$ cat src/rtl/pc_sequencer_pkg.sv
// pc_sequencer_pkg: next-PC select codes and flush/halt FSM state encodings shared by pc_sequencer and pc_flush_ctrl
package pc_sequencer_pkg;
  localparam logic [1:0] PCSEL_TARGET = 2'b00;
  localparam logic [1:0] PCSEL_JALR = 2'b01;
  localparam logic [1:0] PCSEL_PC4 = 2'b10;
  localparam logic [1:0] PCSEL_HALT = 2'b11;
  typedef enum logic [1:0] {
    PCS_RUN = 2'b00,
    PCS_FLUSH = 2'b01,
    PCS_HALTED = 2'b10
  } pcs_state_t;
endpackage

$ cat src/rtl/pc_flush_ctrl.sv
// pc_flush_ctrl: RUN/FLUSH/HALTED FSM with flush counter; in clk rst redirect halt, out state flush (registered, FLUSH_CYCLES long after redirect, 1 cycle on halt entry) halted
module pc_flush_ctrl import pc_sequencer_pkg::*; #(
  parameter int FLUSH_CYCLES = 1
) (
  input  logic       clk,
  input  logic       rst,
  input  logic       redirect,
  input  logic       halt,
  output pcs_state_t state,
  output logic       flush,
  output logic       halted
);
  localparam logic [1:0] CNT_INIT = 2'(FLUSH_CYCLES - 1);
  pcs_state_t state_d;
  logic [1:0] cnt, cnt_d;
  logic flush_d;
  always_comb begin
    state_d = state;
    cnt_d = cnt;
    flush_d = 1'b0;
    state_d = state == PCS_RUN ? (halt ? PCS_HALTED : redirect ? PCS_FLUSH : PCS_RUN)
            : state == PCS_FLUSH ? (cnt == 2'd0 ? PCS_RUN : PCS_FLUSH)
            : PCS_HALTED;
    cnt_d = state == PCS_RUN ? CNT_INIT : cnt - 2'd1;
    flush_d = state_d == PCS_FLUSH | (state == PCS_RUN & halt);
  end
  always_ff @(posedge clk) begin
    if (rst) begin
      state <= PCS_RUN;
      cnt <= 2'd0;
      flush <= 1'b0;
    end else begin
      state <= state_d;
      cnt <= cnt_d;
      flush <= flush_d;
    end
  end
  assign halted = state == PCS_HALTED;
endmodule

$ cat src/rtl/pc_sequencer.sv
// pc_sequencer: fetch PC register, PC+4 adder and branch/JALR target mux with flush/halt control; in clk rst pc_sel sel_valid branch_target jalr_target stall, out pc pc_plus4 fetch_valid flush_if_id flush_id_ex halted [misalign when PC_ALIGN_CHECK_EN]
module pc_sequencer import pc_sequencer_pkg::*; #(
  parameter logic [31:0] RESET_PC = 32'h0000_0000,
  parameter int FLUSH_CYCLES = 1
) (
  input  logic        clk,
  input  logic        rst,
  input  logic [1:0]  pc_sel,
  input  logic        sel_valid,
  input  logic [31:0] branch_target,
  input  logic [31:0] jalr_target,
  input  logic        stall,
  output logic [31:0] pc,
  output logic [31:0] pc_plus4,
  output logic        fetch_valid,
  output logic        flush_if_id,
  output logic        flush_id_ex,
`ifdef PC_ALIGN_CHECK_EN
  output logic        misalign,
`endif
  output logic        halted
);
  pcs_state_t state;
  logic [31:0] target, pc_next;
  logic is_redir, is_halt, bad, run, redirect, halt, flush;
  assign pc_plus4 = pc + 32'd4;
  always_comb begin
    target = pc_sel == PCSEL_JALR ? jalr_target & ~32'd1 : branch_target;
    is_redir = sel_valid & (pc_sel == PCSEL_TARGET | pc_sel == PCSEL_JALR);
    is_halt = sel_valid & pc_sel == PCSEL_HALT;
`ifdef PC_ALIGN_CHECK_EN
    bad = is_redir & |target[1:0];
`else
    bad = 1'b0;
`endif
    run = state == PCS_RUN;
    redirect = run & is_redir & ~bad;
    halt = run & (is_halt | (is_redir & bad));
    pc_next = state == PCS_FLUSH ? pc_plus4
            : redirect ? target
            : (~run | halt | stall) ? pc
            : pc_plus4;
  end
  always_ff @(posedge clk) begin
    pc <= rst ? RESET_PC : pc_next;
  end
`ifdef PC_ALIGN_CHECK_EN
  always_ff @(posedge clk) begin
    misalign <= rst ? 1'b0 : misalign | (run & is_redir & bad);
  end
`endif
  pc_flush_ctrl #(.FLUSH_CYCLES(FLUSH_CYCLES)) u_ctrl (
    .clk(clk),
    .rst(rst),
    .redirect(redirect),
    .halt(halt),
    .state(state),
    .flush(flush),
    .halted(halted)
  );
  assign flush_if_id = flush;
  assign flush_id_ex = flush;
  assign fetch_valid = ~rst & ~halted;
endmodule

$ cat config.mk
export PLATFORM = sky130hd
export DESIGN_NAME = pc_sequencer
export DESIGN_NICKNAME = d
export VERILOG_FILES = /design/src/rtl/pc_sequencer_pkg.sv /design/src/rtl/pc_flush_ctrl.sv /design/src/rtl/pc_sequencer.sv
export SDC_FILE = /design/constraint.sdc
export NUM_CORES = 1
export LEC_CHECK = 0
export ABC_AREA = 1
export CORE_MARGIN = 4
export CORE_UTILIZATION = 45
export DETAILED_ROUTE_END_ITERATION = 8
export PLACE_DENSITY = 0.87
export SKIP_CTS_REPAIR_TIMING = 1
export SYNTH_ARGS = -nofsm -noshare
export SYNTH_HDL_FRONTEND = slang
export SYNTH_SLANG_ARGS = --single-unit
export TNS_END_PERCENT = 100
$ cat constraint.sdc
create_clock -name clk -period 2.8 [get_ports clk]
set_input_delay 0.56 -clock clk [delete_from_list [all_inputs] [get_ports clk]]
set_output_delay 0.56 -clock clk [all_outputs]
set_load 0.05 [all_outputs]
-- Word level (Yosys, flattened, before mapping)
Index checks and enable logic that the tools add are counted.
- register bits: 37
- bits in latches: 0
- RAM bits: 0
- bits in read-only memories: 0
- output and inout bits: 68
- memories: 0
- add/subtract/negate cells: 2
- multiply operators: 0
- divide/modulo/power cells: 0
- magnitude comparators: 0
- equal/unequal tests: 6
- shifts and indexed selects: 0
- muxes and demuxes: 9
- bitwise logic cells: 13
- reduce and logical (&&, ||, !) cells: 4
- operators with widths (cell ; count):
    $mux 32 ; 4
    $add 32x3->32 const B ; 1
    $and 1x1->1 ; 6
    $eq 2x1->1 const B ; 3
    $logic_not 2->1 ; 3
    $mux 2 ; 3
    $eq 2x2->1 const B ; 2
    $or 1x1->1 ; 4
    $ne 3x2->1 const B ; 1
    $not 1->1 ; 3
    $mux 1 ; 2
    $reduce_or 2->1 ; 1
    $sub 2x1->2 const B ; 1

-- Longest topological paths before layout
- depth after elaboration: 9
- mapped depth: 10
- mapped depth without buffers: 10

-- Hierarchy
A second synthesis with hierarchy kept.
- cell total of the unflattened synthesis: 494
- area, all modules: 2962.8 um^2
- modules (own cells, without submodules) (module ; times used ; cells each ; area each (um^2)):
    pc_sequencer ; 1 ; 467 ; 2760.1
    pc_flush_ctrl ; 1 ; 27 ; 202.7

-- Least setup slack after synthesis
OpenSTA, ideal clock, no wires.
- kind: reg2out
- from: reg pc[2]
- to: out pc_plus4[15]
- data arrival time: 2.388 ns
- data required time: 2.240 ns
- path slack: -0.148 ns
- cell stages (with the launch flop): 6
- cells stage by stage: dfxtp_1 > inv_1 > nor2_2 > nand2_1 > nor2_4 > xor2_1
- longest elaborated chain between the ends: 1
- RTL lines (element ; RTL line ; source):
    start: declaration ; pc_sequencer.sv:13 ; output logic [31:0] pc,
    start signal: assignment ; pc_sequencer.sv:45 ; pc <= rst ? RESET_PC : pc_next;
    $add 32x3->32 ; pc_sequencer.sv:26 ; assign pc_plus4 = pc + 32'd4;
    end: declaration ; pc_sequencer.sv:14 ; output logic [31:0] pc_plus4,
Every way passes these cells.

-- Final worst setup path
- from: reg pc[4]
- to: out pc_plus4[7]
The elaborated chain is that of the path after synthesis.

==> summary.md <==
| Metric | Value |
|---|---|
| Clk sinks | 37 |
| Register share of total power | 28.8% |
| Sw frac | 41.91% |
| Drt total wl | 10240 um |
| FMAX | 0.3710 GHz |
| Critical Path RT | 2.24 ns |
| Largest fanout on the critical path | 7 |
| Flop and latch count out of synthesis | 37 |
| P_sw | 0.9748 mW |
| Clock Latency Late Sink | 0.30 ns |
| IO Count | 138 |
| Worst r2r src | pc[2] |
| Starting Density | 46.33% |
| Cell variety after synth | 29 |
| Largest net degree at the start of global routing | 58 |
| Post-DRT Antenna Nets | 0 |
| VDD IR-drop max | 0.0004567 V |
| Synthesized instance count | 524 |
| Least-Margin Pin Slew | 0.5580 ns |
| Gate power share | 46.9% |
| Slew Limit Headroom | 62.68% |
| Overflow after GRT | 0 |
| Warnings, synthesis | 0 |
| Number of synthesized flops with an enable pin | 0 |
| Area grow syn2layout | 57.53% |
| Ranking of synthesized cells by area | nand2_1 30%, dfxtp_1 25%, inv_1 6.0%, nor2_1 5.6%, a21oi_1 5.5% |
| FF/Latch Area | 740.7 um^2 |
| Die span in x | 88.63 um |
| Drt first pass iters | 4 |
| Routed len/inst | 14.04 um |
| First-pass GRT wire length | 16480 um |
| Final max-slew violation count | 0 |
| Final #Nets | 723 |
| CP Launch Type | register |
| Top_reg_cell synth | dfxtp_1 |
| Area occupied by multi-input gates | 1929 um^2 |
| Via Count | 3649 |
| Max stage delay on crit path | 0.83 ns |
| CP delay by family, top | buffers and inverters |
| Ant. Diodes | 0 |
| Number of global-route vias before repair | 3455 |
| RSZ-0062 raised after global routing | no |
| Final setup TNS | 0 ns |
| GP Congestion | 0.8884 |
| Critical path type | register to primary output |
| Min-delay worst type | register to register |
| Hold slack final | 0.4278 ns |
| Crit path launch | pc[4] |
| Int Pwr | 1.351 mW |
| Final Cycle Share | 96.28% |
| Commonest cells in the netlist | 234 x nand2_1, 47 x inv_1, 44 x nor2_1 |
| Hold wc startpoint | u_ctrl.cnt[0] |
| Residual DRC | 0 |
| Mapped cell area | 2925 um^2 |
| DRT iter0 DRCs | 154 |
| Drt via density | 5.005 |
| Final setup fails | 0 |
| Crit-path most repeated cell | nand2_1 |
| Cell Rows | 29 |
| Core area | 6314 um^2 |
| Pleak | 2.061 nW |
| Layout cells sized above 1 | 10.28% |
| DIE AREA | 7854 um^2 |
| Final Hold Viols | 0 |
| Status | completed |
| Worst path cell trace | nand2_1 -> nor2_2 -> nand2_1 -> xnor2_2 -> clkdlybuf4s50_1 |
| Total Routing Usage GR | 26.79% |
| IO buf count | 136 |
| H-tree Lvls | 2 |
| Leading area contributor after synthesis | nand2_1 |
| Synth top area share | 30.03% |
| Async SR Flop Fraction | 0% |
| CTS clk-pin slew, worst paths | 0.09 ns |
| Clk pwr share | 24.3% |
| Skew final | 0.01391 ns |
| Average size of a mapped cell | 5.583 um^2 |
| Crit path DAT | 2.14 ns |
| CTS tree | done |
| Max-cap viol count | 0 |
| Endpoint class of the critical path | primary output |
| Power per cell area | 504.8 nW/um^2 |
| Tmin final | 2.696 ns |
| Filler Cell Count | 525 |
| CTS Buf Count | 5 |
| Antenna violations before repair | 0 |
| Syn Nets | 596 |
| Die Y | 88.63 um |
| Core Util, Final | 72.99% |
| DP Wirelength | 7914 um |
| Slowest stage cell, crit path | clkdlybuf4s50_1 |
| Top-count cell post-synth | nand2_1 |
| CTS Buffer Depth | 2 |
| Buffers & Inverters on Critical Path | 1 |
| Sequential area share after synthesis | 25.32% |
| Root buffer cell | clkbuf_8 |
-- worst paths after layout --
path                        end  slack [ns]  cells past startpoint
setup / recovery    pc_plus4[7]        0.10                      5
hold / removal    u_ctrl.cnt[0]        0.43                      1
setup reg to reg         pc[18]        0.93                      8
hold reg to reg   u_ctrl.cnt[0]        0.43                      1
-- metal layers --
| layer | up-vias | track usage, % | part of all wire [%] |
|---|---|---|---|
| met4 | 0 | 6.456 | 1.2 |
| met3 | 8 | 7.542 | 7.5 |
| met2 | 106 | 46.56 | 50 |
| li1 | 1870 | - | - |
| met1 | 1665 | 32.60 | 41 |
| met5 | - | 0 | 0 |
-- logic make-up (layout without fill, tap and decap cells) --
family                   after synthesis  in the layout  share of synthesized area [%]
XOR/XNOR                              14             14                          4.192
flip-flops                            37             37                          25.32
AO/OA/AOI/OAI                         70             70                          12.32
buffers and inverters                 73            201                          11.04
adder cells (fa/ha/maj)                2              2                         0.8553
AND/OR/NAND/NOR                      328            328                          46.28
-- power by group through the flow --
stage | clock network (mW) | logic, mW | registers (mW)
floorplan | 0 | 0.497 | 0.843
global placement | 0 | 1.08 | 0.678
detailed placement | 0 | 1.09 | 0.681
CTS | 0.568 | 1.10 | 0.669
global route | 0.590 | 1.17 | 0.682
finish | 0.564 | 1.09 | 0.671
-- final cells by class --
type,instances,area share (%)
clock inverters,3,1.412
flip-flops and latches,37,16.07
well taps,77,2.091
repair buffers,144,33.07
inverters,49,3.991
multi-input cells,414,41.87
clock buffers,5,1.493
-- per-stage QoR --
stage          setup WS, ns  power (mW)  cell area [um^2]  std cells
2_1_floorplan       0.06874       1.340              2985        524
3_3_place_gp         0.4233       1.753              4467        721
3_5_place_dp         0.4255       1.773              4467        721
4_1_cts             0.07716       2.333              4601        729
5_1_grt            0.007128       2.438              4608        729
6_report             0.1043       2.326              4608        729
-- flip-flops by register name, summed over array words and instances (netlist names) --
register	flops
u_ctrl.cnt	2
pc	32
u_ctrl.flush	1
u_ctrl.state	2
-- layout by cell type, fill, tap and decap left out, types with 3 or more instances in the layout --
cell             netlist  layout
clkbuf_8               0       5
nor2_2                 5       5
buf_4                  4      20
clkdlybuf4s50_1        0     110
o21ai_1                7       7
nor2_1                44      43
nand2_2                3       3
buf_12                 0      13
xor2_1                 9       4
nor2_4                 3       4
xor2_2                 0       5
inv_1                 47      47
a21oi_1               32      32
xnor2_2                0       3
o21ai_0               27      27
nand3_1               21      21
dfxtp_1               37      37
and2_1                 5       5
nand2_1              234     234
nand3b_1               6       6
No activity file was read; power rests on OpenSTA's default activity.
